--- src/rtl/mult_rr_sched.sv ---
// Round-robin scheduler in front of a single sequential shift-add multiplier.
// Requesters are granted in rotating priority; the winner's operands are
// registered onto mul_a/mul_b, the multiplier is released from init, and the
// tagged product is returned on a one-cycle response strobe.
// Optional watchdog: define MULT_SCHED_TIMEOUT_EN to abort a WAIT that lasts
// TMO cycles with rsp_err=1 and a zero result.
//
// state  | meaning
// IDLE   | multiplier held in init, arbitrating the req vector
// LAUNCH | grant pulse to the winner, pointer advanced past it
// WAIT   | multiplier running; done ignored in the first cycle (stale level)
// RESP   | one-cycle response strobe, multiplier back in init
module mult_rr_sched #(
    parameter int W    = 3,
    parameter int NREQ = 4,
    parameter int IDW  = 2,
    parameter int TMO  = 64
) (
    input  logic                clk,
    input  logic                rst_n,
    input  logic [NREQ-1:0]     req,
    input  logic [NREQ*W-1:0]   a_in,
    input  logic [NREQ*W-1:0]   b_in,
    output logic [NREQ-1:0]     gnt,
    output logic                busy,
    output logic                rsp_valid,
    output logic [IDW-1:0]      rsp_id,
    output logic [2*W-1:0]      rsp_result,
    output logic                rsp_err,
    output logic [W-1:0]        mul_a,
    output logic [W-1:0]        mul_b,
    output logic                mul_init,
    input  logic                mul_done,
    input  logic [2*W-1:0]      mul_result
);

    typedef enum logic [1:0] {
        S_IDLE   = 2'd0,
        S_LAUNCH = 2'd1,
        S_WAIT   = 2'd2,
        S_RESP   = 2'd3
    } state_t;

    state_t          state;
    state_t          state_nxt;
    logic [IDW-1:0]  ptr;
    logic [IDW-1:0]  cur_id;
    logic [IDW-1:0]  win_id;
    logic            win_found;
    logic [IDW:0]    scan_pos;
    logic            wait_first;
    logic            done_acc;
    logic            tmo_hit;
    logic [2*W-1:0]  res_q;

    assign done_acc = (state == S_WAIT) && !wait_first && mul_done;

`ifdef MULT_SCHED_TIMEOUT_EN
    localparam int CW = $clog2(TMO + 1);
    logic [CW-1:0] tmo_cnt;
    logic          err_q;

    assign tmo_hit = (state == S_WAIT) && !done_acc && (tmo_cnt == CW'(TMO - 1));
    assign rsp_err = err_q;

    // Watchdog: counts WAIT cycles, cleared while launching a new operation
    always_ff @(posedge clk or negedge rst_n) begin
        if (!rst_n) begin
            tmo_cnt <= '0;
            err_q   <= 1'b0;
        end else begin
            if (state == S_LAUNCH) begin
                tmo_cnt <= '0;
            end else if (state == S_WAIT) begin
                tmo_cnt <= tmo_cnt + 1'b1;
                if (done_acc) begin
                    err_q <= 1'b0;
                end else if (tmo_hit) begin
                    err_q <= 1'b1;
                end
            end
        end
    end
`else
    assign tmo_hit = 1'b0;
    assign rsp_err = 1'b0;
`endif

    assign rsp_id     = cur_id;
    assign rsp_result = res_q;

    // Rotating-priority search: first set req bit at or after ptr, wrapping
    always_comb begin
        win_found = 1'b0;
        win_id    = '0;
        scan_pos  = '0;
        for (int i = 0; i < NREQ; i++) begin
            scan_pos = {1'b0, ptr} + (IDW+1)'(i);
            if (scan_pos >= (IDW+1)'(NREQ)) begin
                scan_pos = scan_pos - (IDW+1)'(NREQ);
            end
            if (!win_found && req[scan_pos[IDW-1:0]]) begin
                win_found = 1'b1;
                win_id    = scan_pos[IDW-1:0];
            end
        end
    end

    // State register
    always_ff @(posedge clk or negedge rst_n) begin
        if (!rst_n) begin
            state <= S_IDLE;
        end else begin
            state <= state_nxt;
        end
    end

    // Next-state and state-decoded outputs
    always_comb begin
        state_nxt = state;
        gnt       = '0;
        busy      = 1'b1;
        rsp_valid = 1'b0;
        mul_init  = 1'b1;
        case (state)
            S_IDLE: begin
                busy = 1'b0;
                if (win_found) begin
                    state_nxt = S_LAUNCH;
                end
            end
            S_LAUNCH: begin
                gnt       = NREQ'(1) << cur_id;
                state_nxt = S_WAIT;
            end
            S_WAIT: begin
                mul_init = 1'b0;
                if (done_acc || tmo_hit) begin
                    state_nxt = S_RESP;
                end
            end
            S_RESP: begin
                rsp_valid = 1'b1;
                state_nxt = S_IDLE;
            end
            default: begin
                state_nxt = S_IDLE;
            end
        endcase
    end

    // Operand capture, pointer update and product latch
    always_ff @(posedge clk or negedge rst_n) begin
        if (!rst_n) begin
            ptr        <= '0;
            cur_id     <= '0;
            mul_a      <= '0;
            mul_b      <= '0;
            res_q      <= '0;
            wait_first <= 1'b0;
        end else begin
            case (state)
                S_IDLE: begin
                    if (win_found) begin
                        cur_id <= win_id;
                        mul_a  <= a_in[win_id*W +: W];
                        mul_b  <= b_in[win_id*W +: W];
                    end
                end
                S_LAUNCH: begin
                    ptr        <= (cur_id == IDW'(NREQ - 1)) ? '0 : cur_id + 1'b1;
                    wait_first <= 1'b1;
                end
                S_WAIT: begin
                    wait_first <= 1'b0;
                    if (done_acc) begin
                        res_q <= mul_result;
                    end else if (tmo_hit) begin
                        res_q <= '0;
                    end
                end
                default: begin
                end
            endcase
        end
    end

endmodule

--- config.mk ---
export PLATFORM = sky130hd
export DESIGN_NAME = mult_rr_sched
export DESIGN_NICKNAME = d
export VERILOG_FILES = /design/src/rtl/mult_rr_sched.sv
export SDC_FILE = /design/constraint.sdc
export NUM_CORES = 1
export LEC_CHECK = 0
export ABC_AREA = 0
export CORE_UTILIZATION = 39
export CTS_CLUSTER_DIAMETER = 100
export CTS_CLUSTER_SIZE = 40
export DETAILED_ROUTE_END_ITERATION = 6
export GPL_TIMING_DRIVEN = 0
export PLACE_DENSITY = 0.79
export SYNTH_ARGS = -nofsm -noshare
export SYNTH_HDL_FRONTEND = slang
export SYNTH_SLANG_ARGS = --single-unit
--- constraint.sdc ---
create_clock -name clk -period 2.05 [get_ports clk]
set_clock_uncertainty 0.1 [all_clocks]
set_input_delay 0.41 -clock clk [delete_from_list [all_inputs] [get_ports clk]]
set_output_delay 0.41 -clock clk [all_outputs]
set_load 0.05 [all_outputs]
== Word level (Yosys, flattened, before mapping) ==
Index checks and enable logic that the tools add are counted.
Word-level totals
  bits in registers: 19
  bits in latches: 0
  bits in writable memories: 0
  ROM bits: 0
  input bits: 37
  output and inout bits: 22
  word-level logic and storage cells: 76
  memories kept: 0
Cells by class
  $add $sub $neg: 8
  multipliers: 1
  divide/modulo/power cells: 0
  magnitude comparators: 8
  eq/ne operators: 6
  shift-type cells: 3
  muxes and demuxes: 29
  bitwise logic cells: 0
  reduce and logical (&&, ||, !) cells: 14
Operators with widths (count)
  $shiftx 12x5->3: 2
  $mux 2: 11
  $lt 2x3->1 const B: 4
  $mux 1: 11
  $ge 3x3->1 const B: 3
  $bmux 1 s2: 4
  $pmux 2 s4: 1
  $sub 2x1->2 const B: 4
  $add 2x2->3 const B: 2
  $eq 2x2->1 const B: 3
  $reduce_and 2->1: 3
  $logic_and 1x1->1: 5
  $logic_not 1->1: 4
  $mul 2x2->4 const B: 1
  $mux 4: 1
  $ne 2x2->1 const B: 2
  $shl 1x2->4 const A: 1
  $add 2x1->3 const B: 1
  $ge 2x3->1 const B: 1
  $add 2x1->2 const B: 1
  $eq 2x1->1 const B: 1
  $logic_not 2->1: 1
  $pmux 1 s2: 1
  $reduce_bool 2->1: 1

== Depth between registers and ports, before layout ==
Gate-level depths: netlist (run 1).
  depth in word-level cells: 16
  depth in mapped cells: 6
  gate-level depth less buffers: 6

== Least setup slack after synthesis (run 1) ==
OpenSTA, ideal clock, no wires.
  kind: reg-to-output
  from: register cur_id[0] (netlist: rsp_id[0])
  to: output port gnt[3]
  arrival: 1.346 ns
  required time: 1.540 ns
  path slack: 0.194 ns
  stages on the path, launching flop included: 3
  path through: dfrtp_1 -> ha_1 -> and2_1
Between the ends
  longest elaborated chain between the ends: 2
RTL lines
  start: declaration: line 47  | logic [IDW-1:0] cur_id;
  start signal: assignment: line 165  | cur_id <= win_id;
  $shl 1x2->4: line 133  | gnt = NREQ'(1) << cur_id;
  $mux 4: line 125  | case (state)
  end: declaration: line 24  | output logic [NREQ-1:0] gnt,
No other way between the ends.

== Worst setup path after layout (run 1) ==
  from: register mul_b[2]
  to: output port mul_b[2]
RTL lines
  start: declaration: line 31  | output logic [W-1:0] mul_b,
  start signal: assignment: line 167  | mul_b <= b_in[win_id*W +: W];
No word-level cell between the ends.

==> results_dict.tcl, run 1 <==
set metrics [dict create \
    run_status "finished, final reports clean" \
    yosysTopAreaCellShare_pct 42.0 \
    row_count 19 \
    max-slew-margin-rel_pct 44.1 \
    worstPathArrival_ns 1.49 \
    wl_per_cell_um 14.6 \
    die_area_mm2 0.00312 \
    cts-buffers-inserted 3 \
    synth_adder_area_share_pct 9.96 \
    seq_power_share_pct 25.7 \
    min_path_type "flip-flop to flip-flop" \
    slowest_stage "clkdlybuf4s50_1" \
    postCtsResizedCells 34 \
    clockBufferDepth 2 \
    grt_max_degree 20 \
    end_kind "primary output" \
    powerDensity_mw_per_mm2 1570 \
    clkPwrFrac_pct 7.1 \
    vias 1006 \
    post-place-ws_ns -0.226 \
    cp_max_fo 2 \
    grt_pass1_vias 1050 \
    ys_top_cells_by_area "dfrtp_1 (42%), mux2i_1 (12%), ha_1 (10%)" \
    synthXorXnorAreaFrac_pct 0 \
    grt_pass1_wl_mm 4.53 \
    layoutNonFillerInstCount 194 \
    synth_area_mm2 0.00113 \
    fmax_ghz 0.499 \
    grt_usage_pct 19.0 \
    min_period_ns 2.00 \
    finalSetupViolCount 0 \
    crit_buf_inv 1 \
    root_buffer "clkbuf_4" \
    ys_seq_elements 19 \
    ios 59 \
    fillers 234 \
    whs_path_depth 2 \
    r2r_cells 6 \
    antenna_cells 0 \
    tightest_slew_ns 0.835 \
    vdd_drop_max_mv 1.03 \
    insertion_delay_ns 0.31 \
    path_class "flip-flop to primary output" \
    htree_levels 1 \
    drive_above_1_share_pct 14.7 \
    leakage_uw 0.000823 \
    die_h_um 55.9 \
    sw_frac_of_total_pct 50.9 \
    synth_mux_area_share_pct 20.5 \
    place_congestion 0.814 \
    yosysSeqAreaShare_pct 42.0 \
    ys_warn_count 0 \
    yosys.area.top_type "dfrtp_1" \
    cp_cell_sequence "clkdlybuf4s50_1" \
    p_switching_uw 1400 \
    cts_hold_buf 0 \
    dp_hpwl_mm 2.29 \
    synth_fp_nets 148 \
    drt_pass1_iterations 2 \
    p_comb_share_pct 67.2 \
    port-buffer-count 57 \
    yosys.area_share.simple_pct 11.6 \
    core_area_mm2 0.00276 \
    p_int_uw 1350 \
    cts_setup_buffers 0 \
    syn2layout_area_growth_pct 54.5 \
    start_util_pct 41.0 \
    post-route-period-util_pct 97.8 \
    syn-instance-count 102 \
    required_ns 1.54 \
    grt_antenna_before_repair 0 \
    yosysUniqueCellTypes 26 \
    cp_top_family "buffers and inverters" \
    final_nets 210 \
    antenna_left 0 \
    hold_violations 0 \
    syn_avg_cell_area_um2 11.1 \
    grt-ovfl-total 0 \
    clk_pin_slew_ns 0.10 \
    slowest_delay_ns 0.81 \
    finalMaxSlewViolations 0 \
    first_iter_violations 15 \
    vias_per_cell 5.19 \
    wirelength_mm 2.84 \
    maxCapViolCount 0 \
    cts_tree "built" \
    die_w_um 55.9 \
    startpoint_type "flip-flop" \
    rsz0062_at_grt "false" \
    drc 0 \
    cts_sinks 19 \
    synth_top_family_by_area "multiplexers" \
    synth-compound-area-share_pct 11.0 \
    worst_slack_ns 0.0453 \
    dp_cells 190 \
    cp.depth 1 \
]
## cells in the final DEF (no fill, tap or decap), types with 3 or more instances in the layout
master / instances
clkdlybuf4s50_1: 47
clkbuf_4: 3
nand2_1: 12
and2_1: 4
dlygate4sd2_1: 3
mux2_2: 9
o221ai_1: 6
mux2i_1: 13
nor2_1: 4
ha_1: 8
buf_4: 5
inv_1: 6
dfrtp_1: 19
## cell usage after synthesis
cell,count
dfrtp_1,19
buf_6,2
nor3b_1,1
nand3b_1,1
and3_1,1
a211oi_1,1
o32a_1,1
and2_1,4
nor2_1,4
buf_4,1
a21oi_1,2
nand2b_1,2
conb_1,1
mux2_2,9
ha_1,9
nand2_1,12
or3_1,1
o221ai_1,6
mux2i_1,13
a2bb2oi_2,1
o21ai_0,1
a22o_1,1
nand2_2,1
a21o_1,1
inv_1,6
o21bai_1,1
## layer usage
metal  vias to the layer above  part of all wire, %  global-route usage, %
met5                         -                    0                      0
met4                         0                  4.9                   13.9
met3                        15                  6.5                   5.35
met2                        37                   47                   31.0
met1                       472                   41                   21.1
li1                        482                    -                      -
## flip-flops by register name, summed over array words and instances (netlist names)
signal      flops
mul_b           3
ptr             2
rsp_result      6
wait_first      1
rsp_id          2
state           2
mul_a           3
## final timing paths
path / start / endpoint / slack [ns]
worst max-delay path: mul_b[2]$_DFFE_PN0P_ / mul_b[2] / 0.05
worst min-delay path: mul_b[1]$_DFFE_PN0P_ / mul_b[1]$_DFFE_PN0P_ / 0.40
worst max register to register: ptr[1]$_DFFE_PN0P_ / mul_b[0]$_DFFE_PN0P_ / 0.30
worst min register to register: mul_b[1]$_DFFE_PN0P_ / mul_b[1]$_DFFE_PN0P_ / 0.40
max in group asynchronous: rst_n / mul_b[1]$_DFFE_PN0P_ / 0.86
min in group asynchronous: rst_n / state[1]$_DFFE_PN0P_ / 0.47
## power groups by stage
stage               logic [uW]  clock network, uW  registers (uW)
global placement          1870                  0             705
CTS                       1880                206             710
floorplan                  843                  0            1160
detailed placement        1900                  0             718
global route              1960                214             733
finish                    1850                194             707
## per-stage QoR
stage	utilization (%)	setup TNS (ns)	instance area (um2)	total power, uW	hold slack, ns
6_report	63.4	0	1750	2750	0.399
5_1_grt	63.4	0	1750	2900	0.425
4_1_cts	63.6	0	1750	2790	0.406
3_5_place_dp	63.1	-1.48	1740	2610	0.377
3_3_place_gp	63.1	-1.16	1740	2570	0.376
2_1_floorplan	-	0	1130	2000	0.0144
## layout make-up
class	instances	area, um2	share of cell area [%]
plain buffers	3	30.0	1.72
clock buffers	4	26.3	1.50
inverters	6	22.5	1.29
multi-input cells	74	606	34.6
flip-flops and latches	19	475	27.2
well taps	31	38.8	2.22
repair buffers	57	549	31.4
## logic make-up (layout without fill, tap and decap cells)
group	Yosys count	in the layout
AOI/OAI and AO/OA	15	15
adders and majority gates	9	9
buffers and inverters	9	70
DFF	19	19
muxes	22	22
other	1	1
and+or+nand+nor	27	27
Power figures use the tool's default switching activity.
==> run 2: changes to the inputs <==
CORE_UTILIZATION = 30   (was 39)
PLACE_DENSITY = default   (was 0.79)
==> run 2 against run 1 <==
Register-to-register slack about the same. Combinational power about the same. Worst hold slack got worse by 0.011 ns.
==> results_dict.tcl, run 2 (synthesized netlist as in run 1, its figures left out) <==
set metrics [dict create \
    crit_buf_inv 2 \
    htree_levels 1 \
    die_w_um 63.4 \
    clkPwrFrac_pct 9.0 \
    min_period_ns 1.95 \
    antenna_cells 0 \
    sw_frac_of_total_pct 49.3 \
    layout_common_cells "clkdlybuf4s50_1 (48), dfrtp_1 (19), mux2i_1 (13), nand2_1 (11)" \
    grt-busiest-layer "met2" \
    p_int_uw 1420 \
    finalMaxSlewViolations 0 \
    grt_pass1_wl_mm 4.62 \
    drc 0 \
    fmax_ghz 0.513 \
    ios 59 \
    cp_cell_sequence "inv_1 > ha_1 > and2_1 > buf_2" \
    cts_hold_buf 0 \
    required_ns 1.54 \
    postCtsResizedCells 28 \
    powerDensity_mw_per_mm2 1560 \
    slowest_stage "dfrtp_1" \
    dp_hpwl_mm 2.14 \
    final_nets 210 \
    root_buffer "clkbuf_8" \
    drive_above_1_share_pct 15.3 \
    rsz0062_at_grt "false" \
    insertion_delay_ns 0.25 \
    hold_violations 0 \
    design_area_mm2 0.00179 \
    row_count 21 \
    cp_top_family "flip-flops" \
    grt_max_degree 20 \
    min_path_type "flip-flop to flip-flop" \
    cts_tree "built" \
    largest_register_ff_count 6 \
    cts_sinks 19 \
    post-route-period-util_pct 95.1 \
    use_met2_pct 25.5 \
    wirelength_mm 2.71 \
    die_h_um 63.4 \
    vias 998 \
    grt_util_met3_pct 3.99 \
    path_class "flip-flop to primary output" \
    cp_max_fo 6 \
    run_status "finished, final reports clean" \
    core_area_mm2 0.00347 \
    leakage_uw 0.000829 \
    vias_per_cell 4.78 \
    die_area_mm2 0.00402 \
    grt_pass1_vias 1030 \
    syn2layout_area_growth_pct 58.6 \
    vdd_drop_max_mv 0.813 \
    first_iter_violations 46 \
    finalSetupViolCount 0 \
    grt-ovfl-total 0 \
    cts_setup_buffers 0 \
    cts-buffers-inserted 3 \
    startpoint_type "flip-flop" \
    power_uw 2810 \
    slowest_delay_ns 0.41 \
    place_congestion 0.702 \
    grt_antenna_before_repair 0 \
    start_util_pct 32.6 \
    tightest_slew_ns 0.851 \
    end_kind "primary output" \
    dpl-instance-area_mm2 0.00176 \
    final_common_cell "clkdlybuf4s50_1" \
    clockBufferDepth 2 \
    wl_per_cell_um 13.0 \
    clk_pin_slew_ns 0.07 \
    use_met1_pct 17.1 \
    p_comb_share_pct 65.7 \
    worstPathArrival_ns 1.44 \
    maxCapViolCount 0 \
    p_switching_uw 1380 \
    antenna_left 0 \
    grt_usage_pct 14.7 \
    port-buffer-count 57 \
    seq_power_share_pct 25.2 \
    drt_pass1_iterations 4 \
    max-slew-margin-rel_pct 43.1 \
]
## run 2: worst paths after layout
kind | to | startpoint | slack, ns | depth (start not counted)
worst min-delay path | mul_b[1]$_DFFE_PN0P_ | mul_b[1]$_DFFE_PN0P_ | 0.39 | 2
min in group asynchronous | rsp_id[1]$_DFFE_PN0P_ | rst_n | 0.55 | 1
worst max register to register | mul_a[0]$_DFFE_PN0P_ | state[1]$_DFFE_PN0P_ | 0.31 | 6
worst max-delay path | gnt[1] | state[1]$_DFFE_PN0P_ | 0.1 | 4
worst min register to register | mul_b[1]$_DFFE_PN0P_ | mul_b[1]$_DFFE_PN0P_ | 0.39 | 2
max in group asynchronous | rsp_id[0]$_DFFE_PN0P_ | rst_n | 0.78 | 1
## run 2: area by class of cell
cell class,count,area (um2)
buffer,3,30.0
clock buffer,4,45.0
fill,355,1670
inverter,6,22.5
multi-input combinational,74,609
sequential,19,475
tap,46,57.6
timing repair buffer,57,554
## run 2: metal layers
layer	part of all wire, %	up-vias
met2	48	32
met1	44	480
met4	0.81	0
met3	6.6	2
li1	-	484
met5	0	-
## run 2: worst min-delay path, delay by kind of cell (launching register included)
family	cells	cell delay, ns
flip-flops	1	0.34
AO/OA/AOI/OAI	1	0.06
AND/OR/NAND/NOR	1	0.05
## run 2: metrics by stage
stage               worst slack (ns)  cells  utilization [%]  setup TNS [ns]  hold slack [ns]
CTS                           0.0295    209             51.4               0            0.392
global route                0.000209    209             51.7               0            0.419
finish                        0.0997    209             51.7               0            0.389
global placement              -0.152    205             50.7           -1.32            0.372
floorplan                      0.194    102                -               0           0.0144
detailed placement            -0.219    205             50.7           -2.11            0.375
## run 2: power groups by stage
stage / Combinational, uW / Clock, uW / Sequential, uW
floorplan: 843 / 0 / 1160
global placement: 1860 / 0 / 703
detailed placement: 1880 / 0 / 717
CTS: 1850 / 267 / 713
global route: 1980 / 285 / 742
finish: 1840 / 253 / 708
